--- config.mk ---
export PLATFORM = sky130hd
export DESIGN_NAME = cla_pipe
export DESIGN_NICKNAME = d
export VERILOG_FILES = /design/src/rtl/cla_pipe.sv
export SDC_FILE = /design/constraint.sdc
export NUM_CORES = 1
export LEC_CHECK = 0
export CORE_MARGIN = 1.5
export CORE_UTILIZATION = 45
export DETAILED_ROUTE_END_ITERATION = 7
export HOLD_SLACK_MARGIN = 0.05
export PLACE_DENSITY = 0.7
export SYNTH_ARGS = -nofsm -noshare
export SYNTH_HDL_FRONTEND = slang
export SYNTH_SLANG_ARGS = --single-unit
--- constraint.sdc ---
create_clock -name clk -period 2.21 [get_ports clk]
set_input_delay 0.663 -clock clk [delete_from_list [all_inputs] [get_ports clk]]
set_output_delay 0.663 -clock clk [all_outputs]
set_load 0.03 [all_outputs]
--- src/rtl/cla_pipe.sv ---
// Pipelined carry-lookahead adder/subtractor with a valid/ready handshake.
// Operands are split into STAGES segments. Each pipeline stage resolves one
// segment using 4-bit CLA blocks with block-level P/G lookahead. The carry
// is passed stage to stage, and skew registers keep each beat aligned.
module cla_pipe #(
    parameter int unsigned WIDTH  = 32,
    parameter int unsigned STAGES = 2
) (
    input  logic             clk,
    input  logic             reset_n,
    input  logic             in_valid,
    output logic             in_ready,
    input  logic [WIDTH-1:0] a,
    input  logic [WIDTH-1:0] b,
    input  logic             ci,
    input  logic             sub,
    output logic             out_valid,
    input  logic             out_ready,
    output logic [WIDTH-1:0] s,
    output logic             co,
    output logic             ovf,
    output logic             zero
);

    localparam int unsigned SEG  = WIDTH / STAGES;
    localparam int unsigned NBLK = SEG / 4;

    // Adds one segment as a chain of 4-bit CLA blocks.
    // Block carries come from the block generate/propagate terms.
    function automatic logic [SEG:0] seg_add(
        input logic [SEG-1:0] x,
        input logic [SEG-1:0] y,
        input logic           cin
    );
        logic [SEG-1:0] sum;
        logic [3:0]     p;
        logic [3:0]     g;
        logic [3:0]     c_int;
        logic           bp;
        logic           bg;
        logic           c;
        sum = '0;
        c   = cin;
        for (int j = 0; j < int'(NBLK); j++) begin
            p        = x[j*4 +: 4] ^ y[j*4 +: 4];
            g        = x[j*4 +: 4] & y[j*4 +: 4];
            c_int[0] = c;
            c_int[1] = g[0] | (p[0] & c);
            c_int[2] = g[1] | (p[1] & g[0]) | (p[1] & p[0] & c);
            c_int[3] = g[2] | (p[2] & g[1]) | (p[2] & p[1] & g[0]) | (p[2] & p[1] & p[0] & c);
            bg       = g[3] | (p[3] & g[2]) | (p[3] & p[2] & g[1]) | (p[3] & p[2] & p[1] & g[0]);
            bp       = &p;
            sum[j*4 +: 4] = p ^ c_int;
            c        = bg | (bp & c);
        end
        return {c, sum};
    endfunction

    // Pipeline registers. Index 0 is the input register.
    // Index k holds the beat after segment k-1 has been resolved.
    logic             vld [0:STAGES];
    logic [WIDTH-1:0] opa [0:STAGES];
    logic [WIDTH-1:0] opb [0:STAGES];
    logic [WIDTH-1:0] res [0:STAGES];
    logic             cry [0:STAGES];

    logic [WIDTH-1:0] res_nx [1:STAGES];
    logic             cry_nx [1:STAGES];
    logic             stall;

    // A held result blocks the whole pipeline. Bubbles are kept, not collapsed.
    assign stall    = out_valid & ~out_ready;
    assign in_ready = ~stall;

    // Next partial result for each stage: insert the freshly added segment.
    always_comb begin
        logic [SEG:0] t;
        res_nx = '{default: '0};
        cry_nx = '{default: 1'b0};
        t      = '0;
        for (int k = 1; k <= int'(STAGES); k++) begin
            t = seg_add(opa[k-1][(k-1)*SEG +: SEG], opb[k-1][(k-1)*SEG +: SEG], cry[k-1]);
            res_nx[k] = res[k-1];
            res_nx[k][(k-1)*SEG +: SEG] = t[SEG-1:0];
            cry_nx[k] = t[SEG];
        end
    end

    // Advance the pipeline and the output register together whenever not stalled.
    always_ff @(posedge clk or negedge reset_n) begin
        if (!reset_n) begin
            for (int k = 0; k <= int'(STAGES); k++) begin
                vld[k] <= 1'b0;
                opa[k] <= '0;
                opb[k] <= '0;
                res[k] <= '0;
                cry[k] <= 1'b0;
            end
            out_valid <= 1'b0;
            s         <= '0;
            co        <= 1'b0;
            ovf       <= 1'b0;
            zero      <= 1'b0;
        end else if (!stall) begin
            vld[0] <= in_valid;
            opa[0] <= a;
            opb[0] <= sub ? ~b : b;
            cry[0] <= sub | ci;
            res[0] <= '0;
            for (int k = 1; k <= int'(STAGES); k++) begin
                vld[k] <= vld[k-1];
                opa[k] <= opa[k-1];
                opb[k] <= opb[k-1];
                res[k] <= res_nx[k];
                cry[k] <= cry_nx[k];
            end
            out_valid <= vld[STAGES];
            // Keep the last result on the outputs while no new beat arrives.
            if (vld[STAGES]) begin
                s    <= res[STAGES];
                co   <= cry[STAGES];
                // The carry into the MSB is recovered as a^b'^s at that bit.
                ovf  <= opa[STAGES][WIDTH-1] ^ opb[STAGES][WIDTH-1]
                        ^ res[STAGES][WIDTH-1] ^ cry[STAGES];
                zero <= (res[STAGES] == '0);
            end
        end
    end

endmodule
==> results.cfg <==
[detailed_routing]
via_per_inst = 4.96
postRouteAntennaNets = 0
first_pass_iters = 4
routedWlPerCell_um = 14.2
drc_errors = 0
dr_total_vias = 6109
drt_first_iter_violations = 323
drt-total-wl_mm = 17.5

[synthesis]
avgSynthCellArea_um2 = 9.92
yosys.area_share.adder_pct = 6.60
synthArstFlopShare_pct = 100
seq_area_frac_synth_pct = 55.4
synthFlopType = dfrtp_1
synthSimpleGateAreaFrac_pct = 17.7
synth_cell_types = 45
synth_edf_count = 0
synthCells = 856
syn_nets = 966
synth_area_um2 = 8490
synth-xor-area-share_pct = 5.47
synth_mux_area_share_pct = 4.38
ys_seq_elements = 188
ys_warn_count = 0
synth_top_family_by_area = simple AND/OR/NAND/NOR gates
synth_compound_area_share_pct = 8.10

[grt]
grt_max_degree = 65
grt_pass1_vias = 6020
grt_pass1_wl_mm = 29.9
antenna_found_initial = 0
overflow = 0
grt.total_usage_pct = 19.1

[cts]
hold_buffers = 0
cts_buffers = 17
cts_tree = yes
htree_levels = 4
cts_root_buf = clkbuf_16
clock_latency_ns = 0.44
cts_buffer_depth = 2
clk_pin_slew_ns = 0.07
clock_sinks = 188

[sta]
fin_crit_ns = 2.47
hold_violations = 0
slew_viol_final = 0
fin_crit_sh_pct = 112
setup_ws_ns = -0.259
rsz0062_at_grt = true
skew_ns = 0.00954
setup_violations = 7
fmax_mhz = 405
fin_setup_tns_ns = -0.759
slew_headroom_pct = 59.7
tightest_slew_ns = 0.598

[critical_path]
cp.arrival_ns = 2.80
start_kind = register
crit_fanout = 3
cp.required_ns = 2.54
worst-setup-path-type = register to register
end_kind = register

[placement]
io_buffers = 106
placed_cells = 1195
place_hpwl_mm = 12.4
globalplace.congestion = 0.798

[floorplanning]
die_area_um2 = 19700
io_pins = 107
rows = 50
start_util_pct = 45.7
core_um2 = 18600
fp.dieH_um = 140
dieWidth_um = 140

[cells_and_area]
syn_to_final_growth_pct = 27.7
utilization_pct = 58.4
n_antenna_cell = 0
nNetsFinal = 1094
instances_no_fill = 1231
drive_above_1_share_pct = 14.5

[status]
status = finished, violations left
violations = negative setup slack

[hold_path]
hold_class = input port to async pin

[pwr]
leakage_uw = 0.00504
powerDensity_nw_per_um2 = 1530
vdd_drop_max_v = 0.000665

[flow_run]
drv_cap = 0
[cell usage after synthesis (3+ instances only)]
library cell | count | share of area [%]
o31ai_1 | 4 | 0.35
inv_1 | 11 | 0.49
xor2_1 | 8 | 0.83
or3_1 | 4 | 0.29
nor4_1 | 8 | 0.59
nor3_1 | 3 | 0.18
mux2_2 | 33 | 4.4
nand3_1 | 5 | 0.29
xnor2_1 | 45 | 4.6
a21o_1 | 7 | 0.62
nand2b_1 | 3 | 0.22
nor2_1 | 27 | 1.2
fa_1 | 8 | 1.9
nand2_1 | 318 | 14
a21oi_1 | 27 | 1.6
ha_1 | 32 | 4.7
dfrtp_1 | 188 | 55
nand4_1 | 3 | 0.22
clkbuf_1 | 32 | 1.4
buf_1 | 6 | 0.27
buf_2 | 3 | 0.18
o21ai_0 | 53 | 3.1
[metrics by stage]
stage | hold WS (ns) | setup slack [ns] | area [µm²] | power, µW
4_1_cts | 0.185 | -0.200 | 10800 | 16400
3_3_place_gp | 0.446 | -0.205 | 10200 | 13100
5_1_grt | 0.198 | -0.371 | 10800 | 17800
2_1_floorplan | 0.367 | -0.0744 | 8520 | 10600
3_5_place_dp | 0.455 | -0.231 | 10200 | 13300
6_report | 0.176 | -0.259 | 10800 | 16600
[worst paths after layout]
| check | start | end | slack [ns] | cells past startpoint |
|---|---|---|---|---|
| max | opa[64] | res[47] | -0.26 | 9 |
| min | reset_n | res[45] | 0.18 | 1 |
| max reg2reg | opa[64] | res[47] | -0.26 | 9 |
| min reg2reg | opa[83] | opa[83] | 0.47 | 2 |
| max in group asynchronous | reset_n | res[27] | 1.37 | 2 |
| min in group clk | opa[83] | opa[83] | 0.47 | 2 |
[layer usage]
| metal | wire length (µm) | vias up | global-route usage [%] |
|---|---|---|---|
| li1 | - | 3079 | - |
| met4 | 239 | 0 | 6.59 |
| met1 | 8790 | 2913 | 27.6 |
| met2 | 7980 | 103 | 29.3 |
| met5 | 0 | - | 0 |
| met3 | 474 | 14 | 3.21 |
[registers in the layout, summed over array words and instances (netlist names)]
signal and count:
opa 49, vld 3, s 32, cry 3, opb 49, out_valid 1
co 1, res 48, ovf 1, zero 1
[where the power goes]
| part | switching (µW) | total [µW] | internal (µW) | leakage (µW) |
|---|---|---|---|---|
| logic | 4030 | 7710 | 3680 | 0.00254 |
| clock network | 1330 | 2890 | 1560 | 0.000256 |
| registers | 1010 | 5970 | 4960 | 0.00225 |
| total | 6370 | 16600 | 10200 | 0.00504 |
[repair_timing]
item,4_1_cts,5_1_grt
resized for setup,14,17
setup endpoints to repair,11,22
setup buffers,3,4
pin swaps,15,25
[area by class of cell]
type	count	area, µm²
multi-input cells	615	3720
fillers	1550	7740
clock inverters	13	118
repair buffers	150	1530
inverters	12	47.5
flip-flops and latches	188	4700
clock buffers	19	433
well taps	234	293
[critical path, stage by stage (launching register included)]
cell,delay (ns)
dfrtp_1,0.38
ha_1,0.32
a211oi_2,0.24
nor2_2,0.08
a311oi_2,0.35
nor3b_2,0.10
buf_4,0.16
o211a_1,0.24
or3_1,0.31
a31o_1,0.18
[kinds of logic (layout without fill, tap and decap cells)]
family / count (synthesis) / after routing
buf+inv: 53 / 194
xor+xnor: 53 / 53
mux: 33 / 33
simple gates: 378 / 378
compound gates: 111 / 111
flops: 188 / 188
fa+ha+maj: 40 / 40
[placed cells by master (no fill, tap or decap), types with 3 or more instances in the layout]
master	n
xnor2_2	4
buf_4	34
nor3_1	3
nor2_2	3
fa_2	5
fa_1	3
o21ai_0	43
nand2_1	317
mux2_2	33
clkdlybuf4s50_1	103
a21o_1	7
nand3_1	4
inv_6	3
o21ai_1	9
buf_12	11
ha_1	30
nor2_1	23
o31ai_1	4
dfrtp_1	188
xor2_1	7
clkinvlp_4	5
or3_1	4
xnor2_1	41
clkbuf_16	17
inv_1	11
clkinv_2	3
nor4_1	8
a21oi_1	23
nand4_1	3
nand2b_1	3
a21oi_2	4
Note: power is estimated with default switching activity, not from simulation.
